**config.mk**
```make
export PLATFORM = sky130hd
export DESIGN_NAME = gemm_result_writer
export DESIGN_NICKNAME = d
export VERILOG_FILES = /design/src/rtl/gemm_result_writer.sv
export SDC_FILE = /design/constraint.sdc
export NUM_CORES = 1
export LEC_CHECK = 0
export BUFFER_PORTS_ARGS = -buffer_cell sky130_fd_sc_hd__buf_2
export CORE_AREA = 8 8 301 303
export CTS_CLUSTER_SIZE = 8
export DETAILED_ROUTE_END_ITERATION = 10
export DIE_AREA = 0 0 309 311
export GPL_TIMING_DRIVEN = 0
export HOLD_SLACK_MARGIN = 0.15
export MAX_ROUTING_LAYER = met4
export PLACE_DENSITY = 0.35
export SYNTH_ARGS = -nofsm -noshare
export SYNTH_HDL_FRONTEND = slang
export SYNTH_SLANG_ARGS = --single-unit
```
**constraint.sdc**
```tcl
create_clock -name clk -period 2.31 [get_ports clk]
set_input_delay 0.3465 -clock clk [delete_from_list [all_inputs] [get_ports clk]]
set_output_delay 0.3465 -clock clk [all_outputs]
set_load 0.1 [all_outputs]
```
**src/rtl/gemm_result_writer.sv**
```systemverilog
// Drains a C tile from NUM_ACC accumulator buffers to memory, row by row, one beat per buffer.
// Latency: 4 cycles per beat minimum (WAIT, POP, HOLD, WRITE); done pulses 1 cycle after the last transfer.
// Backpressure: mem_ready low holds WRITE with stable addr/data/strb; an empty buffer holds WAIT.
module gemm_result_writer #(
  parameter int NUM_ACC = 4,
  parameter int DATA_W  = 128,
  parameter int ELEM_W  = 32,
  parameter int ADDR_W  = 32,
  parameter int DIM_W   = 5
) (
  input  logic                      clk,
  input  logic                      rst,
  input  logic                      start,
  input  logic [ADDR_W-1:0]         tile_c_addr,
  input  logic [ADDR_W-1:0]         c_stride,
  input  logic [DIM_W-1:0]          msize,
  input  logic [DIM_W-1:0]          nsize,
  input  logic [NUM_ACC-1:0]        acc_empty,
  output logic [NUM_ACC-1:0]        acc_rd_en,
  input  logic [NUM_ACC*DATA_W-1:0] acc_rd_data,
  output logic                      mem_en,
  output logic                      mem_rdwr,
  output logic [ADDR_W-1:0]         mem_addr,
  output logic [DATA_W-1:0]         mem_wr_data,
  output logic [DATA_W/8-1:0]       mem_wstrb,
  input  logic                      mem_ready,
  output logic                      busy,
  output logic                      done,
  output logic                      cfg_err
);

  localparam int EPB    = DATA_W / ELEM_W;
  localparam int STRB_W = DATA_W / 8;
  localparam int ELEM_B = ELEM_W / 8;
  localparam int BW     = (NUM_ACC > 1) ? $clog2(NUM_ACC) : 1;

  localparam logic [DIM_W:0] EPB_V    = (DIM_W+1)'(EPB);
  localparam logic [DIM_W:0] EPB_M1_V = (DIM_W+1)'(EPB - 1);
  localparam logic [DIM_W:0] NACC_V   = (DIM_W+1)'(NUM_ACC);

  typedef enum logic [2:0] {
    S_IDLE,
    S_WAIT,
    S_POP,
    S_HOLD,
    S_WRITE,
    S_DONE
  } state_t;

  state_t state_q, state_d;

  // Latched tile configuration and walk position
  logic [DIM_W-1:0]  msize_q;
  logic [DIM_W-1:0]  row_q;
  logic [BW-1:0]     beat_q;
  logic [BW-1:0]     nb_m1_q;
  logic              partial_q;
  logic [STRB_W-1:0] last_strb_q;
  logic [ADDR_W-1:0] row_base_q;
  logic [ADDR_W-1:0] stride_q;
  logic [DATA_W-1:0] data_q;
  logic              cfg_err_q;

  // Decoded configuration, only consumed when a start is accepted
  logic [DIM_W:0]    nsize_ext;
  logic [DIM_W:0]    nb_raw;
  logic [DIM_W:0]    rem;
  logic              clamp_c;
  logic              zero_c;
  logic              partial_c;
  logic [BW-1:0]     nb_m1_c;
  logic [STRB_W-1:0] last_strb_c;

  logic start_ok;
  logic xfer;
  logic last_beat;
  logic last_row;

  // Beats per row, clamp detection and the strobe mask of a short final beat
  always_comb begin
    nsize_ext = {1'b0, nsize};
    nb_raw    = (nsize_ext + EPB_M1_V) / EPB_V;
    rem       = nsize_ext % EPB_V;
    clamp_c   = (nb_raw > NACC_V);
    zero_c    = (msize == '0) || (nsize == '0);
    // A clamped row is cut short, so its last written beat is a full one
    partial_c = (rem != '0) && !clamp_c;
    nb_m1_c   = clamp_c ? BW'(NUM_ACC - 1) : BW'(nb_raw - 1'b1);
    for (int i = 0; i < STRB_W; i++) begin
      last_strb_c[i] = (i < int'(rem) * ELEM_B);
    end
  end

  assign start_ok  = (state_q == S_IDLE) && start;
  assign xfer      = (state_q == S_WRITE) && mem_ready;
  assign last_beat = (beat_q == nb_m1_q);
  assign last_row  = (row_q == msize_q - 1'b1);

  // State register
  always_ff @(posedge clk) begin
    if (rst) state_q <= S_IDLE;
    else     state_q <= state_d;
  end

  // Next state and Moore outputs; data-bearing outputs are zero outside WRITE
  always_comb begin
    state_d     = state_q;
    acc_rd_en   = '0;
    mem_en      = 1'b0;
    mem_rdwr    = 1'b0;
    mem_addr    = '0;
    mem_wr_data = '0;
    mem_wstrb   = '0;
    busy        = 1'b0;
    done        = 1'b0;
    case (state_q)
      S_IDLE: begin
        if (start) state_d = zero_c ? S_DONE : S_WAIT;
      end
      S_WAIT: begin
        busy = 1'b1;
        if (!acc_empty[beat_q]) state_d = S_POP;
      end
      S_POP: begin
        busy              = 1'b1;
        acc_rd_en[beat_q] = 1'b1;
        state_d           = S_HOLD;
      end
      S_HOLD: begin
        busy    = 1'b1;
        state_d = S_WRITE;
      end
      S_WRITE: begin
        busy        = 1'b1;
        mem_en      = 1'b1;
        mem_rdwr    = 1'b1;
        mem_addr    = row_base_q + ADDR_W'(beat_q) * ADDR_W'(STRB_W);
        mem_wr_data = data_q;
        mem_wstrb   = (last_beat && partial_q) ? last_strb_q : '1;
        if (mem_ready) state_d = (last_beat && last_row) ? S_DONE : S_WAIT;
      end
      S_DONE: begin
        done    = 1'b1;
        state_d = S_IDLE;
      end
      default: state_d = S_IDLE;
    endcase
  end

  // Config latch, beat capture and row/beat walk
  always_ff @(posedge clk) begin
    if (rst) begin
      msize_q     <= '0;
      row_q       <= '0;
      beat_q      <= '0;
      nb_m1_q     <= '0;
      partial_q   <= 1'b0;
      last_strb_q <= '0;
      row_base_q  <= '0;
      stride_q    <= '0;
      data_q      <= '0;
      cfg_err_q   <= 1'b0;
    end else begin
      if (start_ok) begin
        msize_q     <= msize;
        nb_m1_q     <= nb_m1_c;
        partial_q   <= partial_c;
        last_strb_q <= last_strb_c;
        row_base_q  <= tile_c_addr;
        stride_q    <= c_stride;
        row_q       <= '0;
        beat_q      <= '0;
        cfg_err_q   <= clamp_c;
      end
      if (state_q == S_HOLD) begin
        data_q <= acc_rd_data[int'(beat_q)*DATA_W +: DATA_W];
      end
      if (xfer) begin
        if (!last_beat) begin
          beat_q <= beat_q + 1'b1;
        end else if (!last_row) begin
          row_q      <= row_q + 1'b1;
          beat_q     <= '0;
          row_base_q <= row_base_q + stride_q;
        end
      end
    end
  end

  assign cfg_err = cfg_err_q;

endmodule
```
==> results.ini <==
[die]
dieHeight_um = 311
die_area_mm2 = 0.0961
io_pins = 779
core_area_mm2 = 0.0859
fp-row-count = 108
start_util_pct = 17.1
die_w_um = 309

[power]
p_clk_share_pct = 40.9
power_density_mw_per_mm2 = 423
seq_power_share_pct = 34.1
p_sw_share_pct = 31.2
intPower_mw = 8.10
power_frac_comb_pct = 25.0
switchingPower_mw = 3.68
vdd_drop_max_v = 0.000359
p_leak_nw = 10.9

[worst_setup_path]
crit_type = reg2out
slowest_delay_ns = 0.47
rr_endpoint = row_base_q[24]
crit_path_end_kind = output port
slowest_stage = or4_4
rr_startpoint = beat_q[1]
critPathRequiredTime_ns = 1.96
cp_max_fo = 7
cp.arrival_ns = 2.84
crit_path_frequent_cell = nor2_4
r2r_setup_slack_ns = -0.31
path_cells = ha_4 > a21o_1 > nand4_1 > or4_4 > buf_8 > nor2_4 > nand3_1 > xor2_2 > nor2_4 > buf_12
r2r_cells = 14
worst_setup_path_start_kind = register

[min_path]
hold_path_end = row_base_q[24]
hp-start = tile_c_addr[24]
hold_class = in2reg
whs_path_depth = 5

[timing]
worst_slew_pin_slew_ns = 0.944
setup_tns_ns = -28.15
period_minus_slack_ns = 3.19
finalCritPeriodShare_pct = 138
setup_ws_ns = -0.881
finalSetupViolCount = 127
whs_ns = 0.190
drv_slew = 0
skew_ns = 0.0234
rsz0062_at_grt = yes
finalHoldViolations = 0
slew_headroom_pct = 37.1
max_freq_ghz = 0.313

[cts]
cts_tree = built
htreeDepth = 2
cts-root-buf = clkbuf_16
cts.sinks = 214
insertion_delay_ns = 0.55
numCtsBuffers = 35
clock_path_buffers = 3
clkTransAtPathRegs_ns = 0.05

[global_routing]
grtUsageTotal_pct = 21.1
globalRouteOverflowTotal = 0
antenna_found_initial = 25
grt_max_degree = 11
grt_pass1_vias = 19100
grt_pass1_wl_um = 143000

[yosys]
synth_seq_cells = 214
synth_edf_count = 0
ys.flop_type = dfxtp_1
netlist_area_mm2 = 0.0147
syn_area_per_cell_um2 = 8.39
yosysSeqAreaShare_pct = 29.2
synth_top_area_share_pct = 29.2
syn-num-nets = 2386
ys_top_cells_by_area = dfxtp_1 (29%), mux4_2 (20%), nand2_1 (11%)
yosys_warnings = 0
synth_area_leader_cell = dfxtp_1
synthCells = 1750
async_flop_share_pct = 0
synth_cell_type_count = 68

[route]
wl_per_cell_um = 26.7
finalWirelength_um = 103000
vias = 17800
wl_met2_um = 52500
route.met3.wl_um = 5140
dr.pass1.iters = 7
highest_layer = met4
postRouteAntennaNets = 0
wl_met1_um = 42700
drt_iter0_drc = 886
vias_per_cell = 4.59
route.detailed.drc = 0

[finish]
fillers = 9083
area_delta_synth_final_pct = 90.0
drive_gt1_share_pct = 54.8
instances_no_fill = 3877
finalNetCount = 3337
mostFrequentLayoutCell = buf_2
mostFrequentLayoutCells = buf_2 (603), nand2_1 (430), a21oi_1 (209)

[job]
maxCapViolCount = 0

[placed_design]
port_buffers = 778
place_congestion = 0.900
place_hpwl_um = 86400
place_inst = 3683

[run_status]
violations = negative setup slack
run_status = finished with violations

## power groups by stage
stage / registers (mW) / logic [mW] / clock network (mW)
5_1_grt: 4.04 / 3.15 / 5.13
6_report: 4.02 / 2.94 / 4.82
2_1_floorplan: 4.02 / 1.19 / 0
3_5_place_dp: 4.07 / 2.27 / 0
3_3_place_gp: 4.07 / 2.25 / 0
4_1_cts: 4.02 / 2.68 / 5.00
## area by class of cell
cell class	instances	area, µm²	share of cell area, %
multi-input cells	1348	11500	41.3
repair buffers	926	8140	29.2
flip-flops and latches	214	4350	15.6
well taps	1155	1450	5.18
plain buffers	155	1340	4.80
clock buffers	42	912	3.27
inverters	21	92.6	0.332
clock inverters	6	61.3	0.220
diodes	10	25.0	0.0897
## logic make-up after synthesis
family          count (synthesis)  synth area share, %
simple gates                  753                 23.5
compound gates                368                 14.9
mux                           133                 20.1
fa+ha+maj                      43                 3.75
flops                         214                 29.2
buf+inv                       188                 5.45
xor+xnor                       51                 3.04
## stage by stage
| stage | power (mW) | instance area [µm²] | util (%) | worst slack, ns |
|---|---|---|---|---|
| 2_1_floorplan | 5.21 | 15200 | - | -0.424 |
| 3_3_place_gp | 6.32 | 20600 | 23.9 | -1.33 |
| 3_5_place_dp | 6.34 | 20600 | 23.9 | -1.31 |
| 4_1_cts | 11.7 | 26600 | 31.0 | -0.960 |
| 5_1_grt | 12.3 | 27900 | 32.4 | -0.984 |
| 6_report | 11.8 | 27900 | 32.4 | -0.881 |
## registers in the layout (all words and copies together) (netlist names), 2 cells and up
register and count:
msize_q 5, nb_m1_q 2, stride_q 32, row_base_q 32
row_q 5, state_q 3, data_q 128, beat_q 2
last_strb_q 3
## timing repair
item                                     CTS  global route
gates cloned                               0             7
resized for setup                       1107           261
hold endpoints to repair                  55             0
pin swaps                                 47            47
hold buffers                              55             0
endpoints found under the setup margin   395           244
buffers inserted                          61            32
## synthesized netlist by cell type (all sizes together), types with 5 or more instances
master,instances
o21ai,27
a211oi,7
inv,21
ha,40
xor2,26
a21o,36
and3,152
xnor2,25
a311oi,16
clkbuf,131
a31oi,9
nand3,33
a21oi,230
or4,6
or3,7
nand4,13
o21bai,5
mux4,129
nor3,14
nor2,63
buf,36
dfxtp,214
nand2,435
a31o,7
## critical path, delay by kind of cell, from the launching register on
kind / cells / cell delay [ns]
simple gates: 5 / 1.03
flops: 1 / 0.37
buf+inv: 2 / 0.34
fa+ha+maj: 1 / 0.26
xor+xnor: 1 / 0.18
compound gates: 1 / 0.12
## worst max-delay path by stage
stage / startpoint / to / slack (ns)
after CTS: beat_q[1] / mem_addr[27] / -0.96
after detailed placement: state_q[0] / mem_wr_data[99] / -1.31
final: beat_q[1] / mem_addr[27] / -0.88
after global routing: beat_q[1] / mem_addr[27] / -0.98
after floorplan: row_base_q[5] / mem_addr[29] / -0.42
after global placement: state_q[0] / mem_wr_data[98] / -1.33
## metal layers
metal  global-route usage [%]  vias to the layer above
met5                        -                        -
met4                     5.62                        0
met3                     3.67                      126
met2                     36.9                      596
met1                     24.7                     8824
li1                         -                     8236
Note: power is estimated with default switching activity, not from simulation.
